**config.mk**
```make
export PLATFORM = sky130hd
export DESIGN_NAME = mem_port_arbiter
export DESIGN_NICKNAME = d
export VERILOG_FILES = /design/src/rtl/mem_arb_pkg.sv /design/src/rtl/arb_rr2.sv /design/src/rtl/mem_port_arbiter.sv
export SDC_FILE = /design/constraint.sdc
export NUM_CORES = 1
export LEC_CHECK = 0
export ABC_AREA = 0
export CELL_PAD_IN_SITES_DETAIL_PLACEMENT = 1
export CELL_PAD_IN_SITES_GLOBAL_PLACEMENT = 2
export CORE_ASPECT_RATIO = 0.9
export CORE_MARGIN = 2
export CORE_UTILIZATION = 23
export CTS_CLUSTER_DIAMETER = 30
export CTS_CLUSTER_SIZE = 10
export DETAILED_ROUTE_END_ITERATION = 12
export MAX_ROUTING_LAYER = met4
export PLACE_DENSITY = 0.88
export SLEW_MARGIN = 20
export SYNTH_ARGS = -nofsm -noshare
export SYNTH_HDL_FRONTEND = slang
export SYNTH_HIERARCHICAL = 1
export SYNTH_SLANG_ARGS = --single-unit
```
**constraint.sdc**
```tcl
create_clock -name clk -period 4.3 [get_ports clk]
set_input_delay 1.075 -clock clk [delete_from_list [all_inputs] [get_ports clk]]
set_output_delay 1.075 -clock clk [all_outputs]
set_load 0.01 [all_outputs]
```
**src/rtl/mem_arb_pkg.sv**
```systemverilog
// Shared constants for the two-port memory arbiter.
package mem_arb_pkg;

    localparam int unsigned ARB_ST_W = 2;

    // Access sequencer states
    localparam logic [ARB_ST_W-1:0] ARB_IDLE   = 2'd0;
    localparam logic [ARB_ST_W-1:0] ARB_ACCESS = 2'd1;
    localparam logic [ARB_ST_W-1:0] ARB_DONE   = 2'd2;

    // Requester port indices
    localparam logic PORT_CPU = 1'b0;
    localparam logic PORT_LDR = 1'b1;

endpackage

```
**src/rtl/arb_rr2.sv**
```systemverilog
// Combinational two-way round-robin pick: on a tie, the port not served last wins.
module arb_rr2
    import mem_arb_pkg::*;
(
    input  logic [1:0] req,
    input  logic       last_gnt,
    output logic       valid,
    output logic       winner
);

    // Winner selection
    always_comb begin
        valid  = |req;
        winner = PORT_CPU;
        if (req[0] && req[1]) begin
            winner = ~last_gnt;
        end else if (req[1]) begin
            winner = PORT_LDR;
        end
    end

endmodule

```
**src/rtl/mem_port_arbiter.sv**
```systemverilog
// Shares one memory between the CPU (port 0) and the loader (port 1) using a
// fixed IDLE -> ACCESS -> DONE sequence per access and round-robin arbitration.
module mem_port_arbiter
    import mem_arb_pkg::*;
#(
    parameter int unsigned ADDR_W = 4,
    parameter int unsigned DATA_W = 8
) (
    input  logic              clk,
    input  logic              reset,
    input  logic              req0,
    input  logic              req1,
    input  logic              we0,
    input  logic              we1,
    input  logic [ADDR_W-1:0] addr0,
    input  logic [ADDR_W-1:0] addr1,
    input  logic [DATA_W-1:0] wdata0,
    input  logic [DATA_W-1:0] wdata1,
    output logic              gnt0,
    output logic              gnt1,
    output logic              ack0,
    output logic              ack1,
    output logic [DATA_W-1:0] rdata,
    output logic              busy,
    output logic [ADDR_W-1:0] mem_address,
    output logic              mem_read,
    output logic              mem_write,
    output logic [DATA_W-1:0] mem_data_in,
    input  logic [DATA_W-1:0] mem_data_out
);

    logic [ARB_ST_W-1:0] state_q, state_d;
    logic                owner_q, owner_d;
    logic                last_gnt_q, last_gnt_d;
    logic                we_q, we_d;
    logic [ADDR_W-1:0]   addr_q, addr_d;
    logic [DATA_W-1:0]   wdata_q, wdata_d;
    logic [DATA_W-1:0]   rdata_q, rdata_d;
    logic [1:0]          gnt_q, gnt_d;
    logic [1:0]          ack_q, ack_d;
    logic                busy_q, busy_d;

    logic pick_valid;
    logic pick_winner;

    arb_rr2 u_rr (
        .req      ({req1, req0}),
        .last_gnt (last_gnt_q),
        .valid    (pick_valid),
        .winner   (pick_winner)
    );

    // Next-state, request latching and registered-output decode
    always_comb begin
        state_d    = state_q;
        owner_d    = owner_q;
        last_gnt_d = last_gnt_q;
        we_d       = we_q;
        addr_d     = addr_q;
        wdata_d    = wdata_q;
        rdata_d    = rdata_q;

        case (state_q)
            ARB_IDLE: begin
                if (pick_valid) begin
                    owner_d = pick_winner;
                    we_d    = pick_winner ? we1    : we0;
                    addr_d  = pick_winner ? addr1  : addr0;
                    wdata_d = pick_winner ? wdata1 : wdata0;
                    state_d = ARB_ACCESS;
                end
            end
            ARB_ACCESS: begin
                if (!we_q) begin
                    rdata_d = mem_data_out;
                end
                state_d = ARB_DONE;
            end
            ARB_DONE: begin
                last_gnt_d = owner_q;
                state_d    = ARB_IDLE;
            end
            default: begin
                state_d = ARB_IDLE;
            end
        endcase

        busy_d = (state_d != ARB_IDLE);
        gnt_d  = busy_d ? (owner_d ? 2'b10 : 2'b01) : 2'b00;
        ack_d  = (state_d == ARB_DONE) ? (owner_d ? 2'b10 : 2'b01) : 2'b00;
    end

    // State and output registers
    always_ff @(posedge clk) begin
        if (reset) begin
            state_q    <= ARB_IDLE;
            owner_q    <= PORT_CPU;
            last_gnt_q <= PORT_LDR;
            we_q       <= 1'b0;
            addr_q     <= '0;
            wdata_q    <= '0;
            rdata_q    <= '0;
            gnt_q      <= 2'b00;
            ack_q      <= 2'b00;
            busy_q     <= 1'b0;
        end else begin
            state_q    <= state_d;
            owner_q    <= owner_d;
            last_gnt_q <= last_gnt_d;
            we_q       <= we_d;
            addr_q     <= addr_d;
            wdata_q    <= wdata_d;
            rdata_q    <= rdata_d;
            gnt_q      <= gnt_d;
            ack_q      <= ack_d;
            busy_q     <= busy_d;
        end
    end

    // Memory strobes are gated with reset so nothing reaches memory while resetting
    assign mem_read    = (state_q == ARB_ACCESS) && !we_q && !reset;
    assign mem_write   = (state_q == ARB_ACCESS) &&  we_q && !reset;
    assign mem_address = addr_q;
    assign mem_data_in = wdata_q;

    assign gnt0  = gnt_q[0];
    assign gnt1  = gnt_q[1];
    assign ack0  = ack_q[0];
    assign ack1  = ack_q[1];
    assign busy  = busy_q;
    assign rdata = rdata_q;

endmodule
```
==> results of run 1 <==
==> power breakdown <==
| group | switching (µW) | internal [µW] |
|---|---|---|
| clock network | 96.5 | 111 |
| logic | 69.1 | 96.5 |
| registers | 16.0 | 303 |
==> registers in the layout, indices dropped and copies added (netlist names) <==
name / cells
busy: 1
last_gnt_q: 1
owner_q: 1
rdata: 8
gnt_q: 2
ack_q: 2
we_q: 1
mem_data_in: 8
mem_address: 4
state_q: 2
==> layout make-up <==
type | instances | area [µm²] | area share
Multi-Input combinational cell | 87 | 586 | 0.290
Tap cell | 67 | 83.8 | 0.0416
Clock buffer | 7 | 76.3 | 0.0378
Sequential cell | 30 | 601 | 0.298
Inverter | 2 | 7.51 | 0.00372
Timing Repair Buffer | 67 | 663 | 0.329
==> worst max-delay path: cells and delay by family <==
family                 cells  cell delay [ns]
AND/OR/NAND/NOR            3             0.54
buffers and inverters      2             0.97
==> how the worst min path moves through the flow <==
stage | start | end | slack, ns | cells after the start
2_1_floorplan | owner_q | ack_q[0] | 0.44 | 1
3_3_place_gp | rdata[1] | rdata[1] | 0.44 | 2
3_5_place_dp | rdata[1] | rdata[1] | 0.45 | 2
4_1_cts | rdata[1] | rdata[1] | 0.46 | 2
5_1_grt | rdata[1] | rdata[1] | 0.48 | 2
6_report | rdata[1] | rdata[1] | 0.46 | 2
==> through the flow <==
| stage | total power (µW) | area [µm²] | setup WS, ns | hold slack (ns) | utilization |
|---|---|---|---|---|---|
| after global routing | 737 | 2020 | 0.496 | 0.482 | 0.384 |
| after CTS | 709 | 2010 | 0.621 | 0.463 | 0.382 |
| after global placement | 488 | 1930 | 0.632 | 0.442 | 0.368 |
| after floorplan | 405 | 1250 | 1.53 | 0.444 | - |
| after detailed placement | 493 | 1930 | 0.619 | 0.455 | 0.368 |
| final | 692 | 2020 | 0.636 | 0.459 | 0.384 |
==> routing by layer <==
layer / vias up / global-route usage / part of all wire
li1: 566 / - / -
met1: 518 / 0.147 / 0.46
met2: 35 / 0.190 / 0.46
met3: 7 / 0.0381 / 0.058
met4: 0 / 0.0722 / 0.024
met5: - / - / 0
==> cell usage after synthesis (all sizes together) <==
| library cell | instances |
|---|---|
| and3 | 2 |
| a21boi | 2 |
| o21a | 1 |
| o21bai | 1 |
| a211oi | 13 |
| dfxtp | 30 |
| and2 | 1 |
| nand2b | 1 |
| or3b | 1 |
| buf | 6 |
| nand3 | 1 |
| mux2i | 14 |
| inv | 2 |
| o22ai | 1 |
| nor3b | 3 |
| clkbuf | 4 |
| nor3 | 1 |
| nand2 | 18 |
| nor2 | 17 |
| or2 | 1 |
| a21oi | 9 |
==> kinds of logic after synthesis <==
group	count (synthesis)	share of synthesized area
and+or+nand+nor	46	0.176
DFF	30	0.481
AOI/OAI and AO/OA	27	0.171
muxes	14	0.112
buffers and inverters	12	0.0591
==> results.sh, run 1 <==
export IMPL_outcome="complete, no violations"
export IMPL_grtUsageTotal=0.125
export IMPL_post_layout_nonfiller_instances=260
export IMPL_numClockSinks=30
export IMPL_setup_viol_count_final=0
export IMPL_maxSlewHeadroom=0.542
export IMPL_worstPathCellList="clkdlybuf4s50_1 > nor2_1 > nand2_1 > nor2_1 > clkdlybuf4s50_1"
export IMPL_clk_pin_slew_ns=0.06
export IMPL_port_buffers=64
export IMPL_grt_max_degree=28
export IMPL_r2r_start="last_gnt_q"
export IMPL_crit_slowest_cell="clkdlybuf4s50_1"
export IMPL_crit_path_start_kind="input port"
export IMPL_first_global_vias=1137
export IMPL_flow_area_growth_from_synthesis_pct=61.5
export IMPL_worstReg2RegEnd="gnt_q[0]"
export IMPL_crit_path_max_incr_delay_ns=0.53
export IMPL_synth_lib_cells_used_distinct=27
export IMPL_reg2reg_setup_slack_ns=2.83
export IMPL_worstMarginPinSlew_ns=0.685
export IMPL_filler_cell_count=618
export IMPL_ys_warn_count=6
export IMPL_most_common_library_cell_in_the_layout_ignoring_fill_and_taps="clkdlybuf4s50_1"
export IMPL_design_portCount=65
export IMPL_core_rowCount=25
export IMPL_synth_cell_area_um2=1250
export IMPL_drt_pass1_iterations=3
export IMPL_crit_arrival_ns=2.59
export IMPL_timing_hold_violations_final=0
export IMPL_place_inst=253
export IMPL_gp_routability_congestion=0.706
export IMPL_die_w_um=81.7
export IMPL_fp_dieArea_um2=6040
export IMPL_max_cap_violations=0
export IMPL_postSynthAreaPerCell_um2=9.68
export IMPL_num_nets_final=231
export IMPL_tritoncts="done"
export IMPL_grt_overflow_total=0
export IMPL_cts_setup_buffers=0
export IMPL_drive_gt1_frac=0.0984
export IMPL_clk_insertion_delay_late_ns=0.28
export IMPL_tritoncts_buffer_count=5
export IMPL_reg2regPathDepth=4
export IMPL_final_antenna_net_count=0
export IMPL_global_route_wire_length_before_repair_mm=5.34
export IMPL_post_syn_nets=167
export IMPL_postSynthCellCount=129
export IMPL_die_height_um=73.9
export IMPL_synth_top_area_frac=0.481
export IMPL_synth_ff_latch_count=30
export IMPL_critical_path_class="in -> out"
export IMPL_max_clock_freq_mhz=273
export IMPL_cts_buffer_depth=2
export IMPL_static_leakage_power_uw=0.000756
export IMPL_ir_worst_vdd_v=0.000132
export IMPL_core_area_um2=5260
export IMPL_most_frequent_cells_in_the_layout="64 x clkdlybuf4s50_1, 30 x dfxtp_1, 18 x nand2_1"
export IMPL_critPathCaptureType="output port"
export IMPL_vias=1126
export IMPL_synth_yosys_seq_area_share=0.481
export IMPL_post_dp_hpwl_mm=2.41
export IMPL_root_buffer="clkbuf_8"
export IMPL_finalCritPeriodShare=0.852
export IMPL_final_count_of_pins_violating_max_slew=0
export IMPL_vias_per_cell=4.33
export IMPL_cp_data_required_time_ns=3.22
export IMPL_antenna_found_initial=0
export IMPL_worst_path_max_fanout=6
export IMPL_drc=0
export IMPL_fin_tns_setup_ns=0
export IMPL_worstSetupEndpoint="mem_read"
export IMPL_antennaDiodeCount=0
export IMPL_dr_first_iter_drc_count=23
export IMPL_type_of_the_most_critical_hold_path="reg -> reg"
export IMPL_rsz0062_at_grt="no"
export IMPL_final_setup_skew_ns=0.00259
export IMPL_synth_top_area_cell="dfxtp_1"
export IMPL_starting_density_of_the_core=0.238
export IMPL_critical_path_startpoint="reset"
export IMPL_drt_wirelength_per_cell_um=12.9
export IMPL_synth_top_cells_by_area="dfxtp_1 48%, mux2i_1 11%, a211oi_2 7.0%"
export IMPL_cts_resized=0
export IMPL_min_cycle_time_layout_ns=3.66
export IMPL_power_density_nw_per_um2=343
export IMPL_htreeDepth=2
export IMPL_postCtsHoldBufs=0
export IMPL_postRouteWirelength_mm=3.35
Power figures use the tool's default switching activity.
==> run 2: changes to the inputs <==
CAP_MARGIN = 30   (was not set)
==> run 2 against run 1 <==
Die area unchanged. First-iteration DRC count decreased by 17%. Clock power increased by 11%. Via count decreased by 1.3%. Sequential share of layout area decreased by 0.33 points. Worst setup slack improved by 0.010 ns. Combinational power about the same. Highest routed layer unchanged. Hold slack about the same. Critical path type unchanged. Core utilization increased by 0.43 points.
==> results.sh, run 2 (synthesis results as in run 1) <==
export IMPL_most_frequent_cells_in_the_layout="64 x clkdlybuf4s50_1, 30 x dfxtp_1, 18 x nand2_1"
export IMPL_design_portCount=65
export IMPL_reg2reg_setup_slack_ns=2.84
export IMPL_crit_arrival_ns=2.58
export IMPL_postCtsHoldBufs=0
export IMPL_filler_cell_count=617
export IMPL_timing_hold_violations_final=0
export IMPL_vias=1111
export IMPL_dr_first_iter_drc_count=19
export IMPL_drive_gt1_frac=0.113
export IMPL_final_count_of_pins_violating_max_slew=0
export IMPL_grt_overflow_total=0
export IMPL_antennaDiodeCount=0
export IMPL_clock_power_share=0.322
export IMPL_core_rowCount=25
export IMPL_fin_total_pwr_uw=714
export IMPL_static_leakage_power_uw=0.000768
export IMPL_final_setup_skew_ns=0.00516
export IMPL_postRouteWirelength_mm=3.28
export IMPL_cp_data_required_time_ns=3.22
export IMPL_finalCritPeriodShare=0.850
export IMPL_drt_wirelength_per_cell_um=12.5
export IMPL_sw_frac_of_total=0.260
export IMPL_ir_worst_vdd_v=0.000148
export IMPL_post_layout_nonfiller_instances=262
export IMPL_reg2regPathDepth=4
export IMPL_core_area_um2=5260
export IMPL_htreeDepth=2
export IMPL_gp_routability_congestion=0.706
export IMPL_fin_tns_setup_ns=0
export IMPL_global_route_wire_length_before_repair_mm=5.45
export IMPL_port_buffers=64
export IMPL_setup_viol_count_final=0
export IMPL_num_nets_final=232
export IMPL_drc=0
export IMPL_flow_area_growth_from_synthesis_pct=63.3
export IMPL_tritoncts_buffer_count=5
export IMPL_antenna_found_initial=0
export IMPL_seqPwrFrac=0.446
export IMPL_power_density_nw_per_um2=350
export IMPL_vias_per_cell=4.24
export IMPL_die_w_um=81.7
export IMPL_most_common_library_cell_in_the_layout_ignoring_fill_and_taps="clkdlybuf4s50_1"
export IMPL_final_antenna_net_count=0
export IMPL_root_buffer="clkbuf_8"
export IMPL_switchingPower_uw=186
export IMPL_utilization_after_layout=0.388
export IMPL_r2r_start="last_gnt_q"
export IMPL_numClockSinks=30
export IMPL_die_height_um=73.9
export IMPL_cts_buffer_depth=2
export IMPL_worstSetupEndpoint="mem_read"
export IMPL_outcome="complete, no violations"
export IMPL_worstReg2RegEnd="mem_data_in[3]"
export IMPL_max_clock_freq_mhz=274
export IMPL_worst_path_max_fanout=6
export IMPL_combPwrFrac=0.231
export IMPL_clk_insertion_delay_late_ns=0.28
export IMPL_rsz0062_at_grt="no"
export IMPL_maxSlewHeadroom=0.616
export IMPL_crit_path_start_kind="input port"
export IMPL_max_cap_violations=0
export IMPL_clk_pin_slew_ns=0.06
export IMPL_cts_setup_buffers=0
export IMPL_preCtsSetupSlack_ns=0.626
export IMPL_starting_density_of_the_core=0.238
export IMPL_internal_cell_power_uw=529
export IMPL_first_global_vias=1172
export IMPL_critPathCaptureType="output port"
export IMPL_fp_dieArea_um2=6040
export IMPL_place_inst=254
export IMPL_grt_max_degree=28
export IMPL_worstMarginPinSlew_ns=0.573
export IMPL_drt_pass1_iterations=4
export IMPL_tritoncts="done"
export IMPL_worst_slack_ns=0.646
export IMPL_critical_path_class="in -> out"
export IMPL_min_cycle_time_layout_ns=3.65
export IMPL_grtUsageTotal=0.125
export IMPL_post_dp_hpwl_mm=2.42
export IMPL_type_of_the_most_critical_hold_path="reg -> reg"
export IMPL_critical_path_startpoint="reset"
export IMPL_cts_resized=0
## run 2: cell count changes in the layout (fill, tap and decap cells not counted), sizes merged
cell / before / now
clkinv: 0 / 1
buf: 3 / 4
## run 2: worst min path at each step
stage	from	endpoint	slack, ns	cells past startpoint
after CTS	rdata[1]	rdata[1]	0.46	2
final	rdata[1]	rdata[1]	0.46	2
after floorplan	owner_q	ack_q[0]	0.44	1
after global placement	rdata[1]	rdata[1]	0.44	2
after global routing	rdata[1]	rdata[1]	0.48	2
after detailed placement	rdata[1]	rdata[1]	0.45	2
## run 2: metal layers
| layer | routed length, µm | up-vias | GRT usage |
|---|---|---|---|
| met3 | 204 | 5 | 0.0332 |
| li1 | - | 570 | - |
| met5 | 0 | - | - |
| met1 | 1530 | 500 | 0.151 |
| met2 | 1500 | 36 | 0.195 |
| met4 | 41 | 0 | 0.0611 |
## run 2: critical path: stages
cell	delay [ns]
clkdlybuf4s50_1	0.45
nor2_1	0.26
nand2_1	0.14
nor2_1	0.11
clkdlybuf4s50_1	0.54
## run 2: power groups by stage
stage / Combinational [µW] / Sequential [µW] / Clock [µW]
2_1_floorplan: 74.6 / 330 / 0
3_3_place_gp: 164 / 324 / 0
3_5_place_dp: 168 / 325 / 0
4_1_cts: 169 / 319 / 244
5_1_grt: 183 / 322 / 254
6_report: 165 / 319 / 230
## run 2: layout make-up
class | instances | area [µm²] | share of cell area
flip-flops and latches | 30 | 601 | 0.294
well taps | 67 | 83.8 | 0.0411
inverters | 2 | 7.51 | 0.00368
multi-input cells | 87 | 578 | 0.283
clock inverters | 1 | 5.00 | 0.00245
repair buffers | 68 | 678 | 0.333
clock buffers | 7 | 86.3 | 0.0423
## run 2: through the flow
step | instance area (µm²) | hold WS [ns]
global placement | 1930 | 0.442
floorplan | 1250 | 0.444
detailed placement | 1950 | 0.455
CTS | 2040 | 0.463
global route | 2040 | 0.481
finish | 2040 | 0.459
==> run 3: changes to the inputs <==
CORE_UTILIZATION = 22   (was 23)
PLACE_DENSITY = 0.84   (was 0.88)
clock period = 3.75 ns   (was 4.3 ns; I/O delays follow)
==> run 3 against run 2 <==
Die area grew 4.3%. Register-to-register slack lost 0.54 ns. Via count is 1.2% higher. Sequential power increased by 14%. Critical path depth is the same. Sequential share of layout area grew 0.16 points. Critical path type unchanged. Wire length shrank 3.7%. Design area is 0.55% lower. Global-route usage down 1.8 points. Highest routed layer unchanged. Non-clock buffer count down 1. Flip-flop and latch count stayed put.
==> results.sh, run 3 (synthesis results as in run 1) <==
export IMPL_critPathCaptureType="output port"
export IMPL_vias=1124
export IMPL_postCtsHoldBufs=0
export IMPL_clk_pin_slew_ns=0.06
export IMPL_cts_resized=0
export IMPL_fin_tns_setup_ns=0
export IMPL_dr_first_iter_drc_count=37
export IMPL_final_antenna_net_count=0
export IMPL_max_clock_freq_mhz=295
export IMPL_cp_data_required_time_ns=2.81
export IMPL_filler_cell_count=635
export IMPL_core_rowCount=26
export IMPL_drt_pass1_iterations=4
export IMPL_cts_buffer_depth=2
export IMPL_worstMarginPinSlew_ns=0.504
export IMPL_gp_routability_congestion=0.675
export IMPL_rsz0062_at_grt="no"
export IMPL_htreeDepth=2
export IMPL_antenna_found_initial=0
export IMPL_grt_max_degree=28
export IMPL_numClockSinks=30
export IMPL_power_density_nw_per_um2=402
export IMPL_finalCritPeriodShare=0.905
export IMPL_die_height_um=75.5
export IMPL_crit_path_start_kind="input port"
export IMPL_maxSlewHeadroom=0.662
export IMPL_worst_path_max_fanout=6
export IMPL_timing_hold_violations_final=0
export IMPL_max_cap_violations=0
export IMPL_critical_path_class="in -> out"
export IMPL_outcome="complete, no violations"
export IMPL_most_common_library_cell_in_the_layout_ignoring_fill_and_taps="clkdlybuf4s50_1"
export IMPL_vias_per_cell=4.26
export IMPL_ir_worst_vdd_v=0.000130
export IMPL_cts_setup_buffers=0
export IMPL_placed_area_um2=1940
export IMPL_port_buffers=64
export IMPL_final_setup_skew_ns=0.00372
export IMPL_core_area_um2=5560
export IMPL_postRouteWirelength_mm=3.15
export IMPL_finished_layout_cell_area_um2=2030
export IMPL_min_cycle_time_layout_ns=3.39
export IMPL_antennaDiodeCount=0
export IMPL_drc=0
export IMPL_post_dp_hpwl_mm=2.34
export IMPL_multi_input_comb_area_um2=578
export IMPL_static_leakage_power_uw=0.000761
export IMPL_fp_dieArea_um2=6300
export IMPL_flow_area_growth_from_synthesis_pct=62.4
export IMPL_type_of_the_most_critical_hold_path="reg -> reg"
export IMPL_setup_viol_count_final=0
export IMPL_crit_arrival_ns=2.46
export IMPL_global_route_wire_length_before_repair_mm=5.18
export IMPL_first_global_vias=1096
export IMPL_drive_gt1_frac=0.108
export IMPL_drt_wirelength_per_cell_um=11.9
export IMPL_design_portCount=65
export IMPL_root_buffer="clkbuf_8"
export IMPL_final_count_of_pins_violating_max_slew=0
export IMPL_grt_overflow_total=0
export IMPL_tritoncts_buffer_count=5
export IMPL_num_nets_final=231
export IMPL_regArea_um2=601
export IMPL_tritoncts="done"
export IMPL_clk_insertion_delay_late_ns=0.27
export IMPL_die_w_um=83.4
export IMPL_most_frequent_cells_in_the_layout="64 x clkdlybuf4s50_1, 30 x dfxtp_1, 18 x nand2_1"
export IMPL_grtUsageTotal=0.107
export IMPL_starting_density_of_the_core=0.224
[run 3: changes by cell type in the layout (fill, tap and decap cells not counted), sizes merged]
| cell | previous run | this run |
|---|---|---|
| buf | 4 | 3 |
[run 3: cell type report]
class,count,area share
flip-flops and latches,30,0.296
well taps,70,0.0432
multi-input cells,87,0.285
repair buffers,67,0.327
clock buffers,7,0.0426
clock inverters,1,0.00247
inverters,2,0.00370
[run 3: through the flow]
step	utilization	total power [µW]	cells	worst slack (ns)	hold slack [ns]
after global placement	0.348	561	256	0.324	0.442
final	0.365	815	264	0.357	0.458
after global routing	0.365	868	264	0.148	0.473
after CTS	0.365	836	264	0.308	0.456
after floorplan	-	464	129	1.26	0.444
after detailed placement	0.348	564	256	0.308	0.447
[run 3: report_power, final]
group          internal, µW  switching [µW]
Sequential              347            18.5
Clock                   148             114
Combinational           110            77.8
[run 3: routing by layer]
metal / track usage / part of all wire / vias up
li1: - / - / 569
met3: 0.0466 / 0.079 / 2
met4: 0.0215 / 0.0035 / 0
met5: - / 0 / -
met1: 0.124 / 0.45 / 514
met2: 0.178 / 0.47 / 39
[run 3: final timing paths]
path / end / from / slack [ns] / cells past startpoint
setup / recovery: mem_read / reset / 0.36 / 5
hold / removal: rdata[7] / rdata[7] / 0.46 / 2
setup reg to reg: rdata[1] / state_q[0] / 2.30 / 3
hold reg to reg: rdata[7] / rdata[7] / 0.46 / 2
[run 3: worst max-delay path, cell delays in order]
cell,delay (ns)
clkdlybuf4s50_1,0.44
nor2_1,0.28
nand2_1,0.14
nor2_1,0.11
clkdlybuf4s50_1,0.54
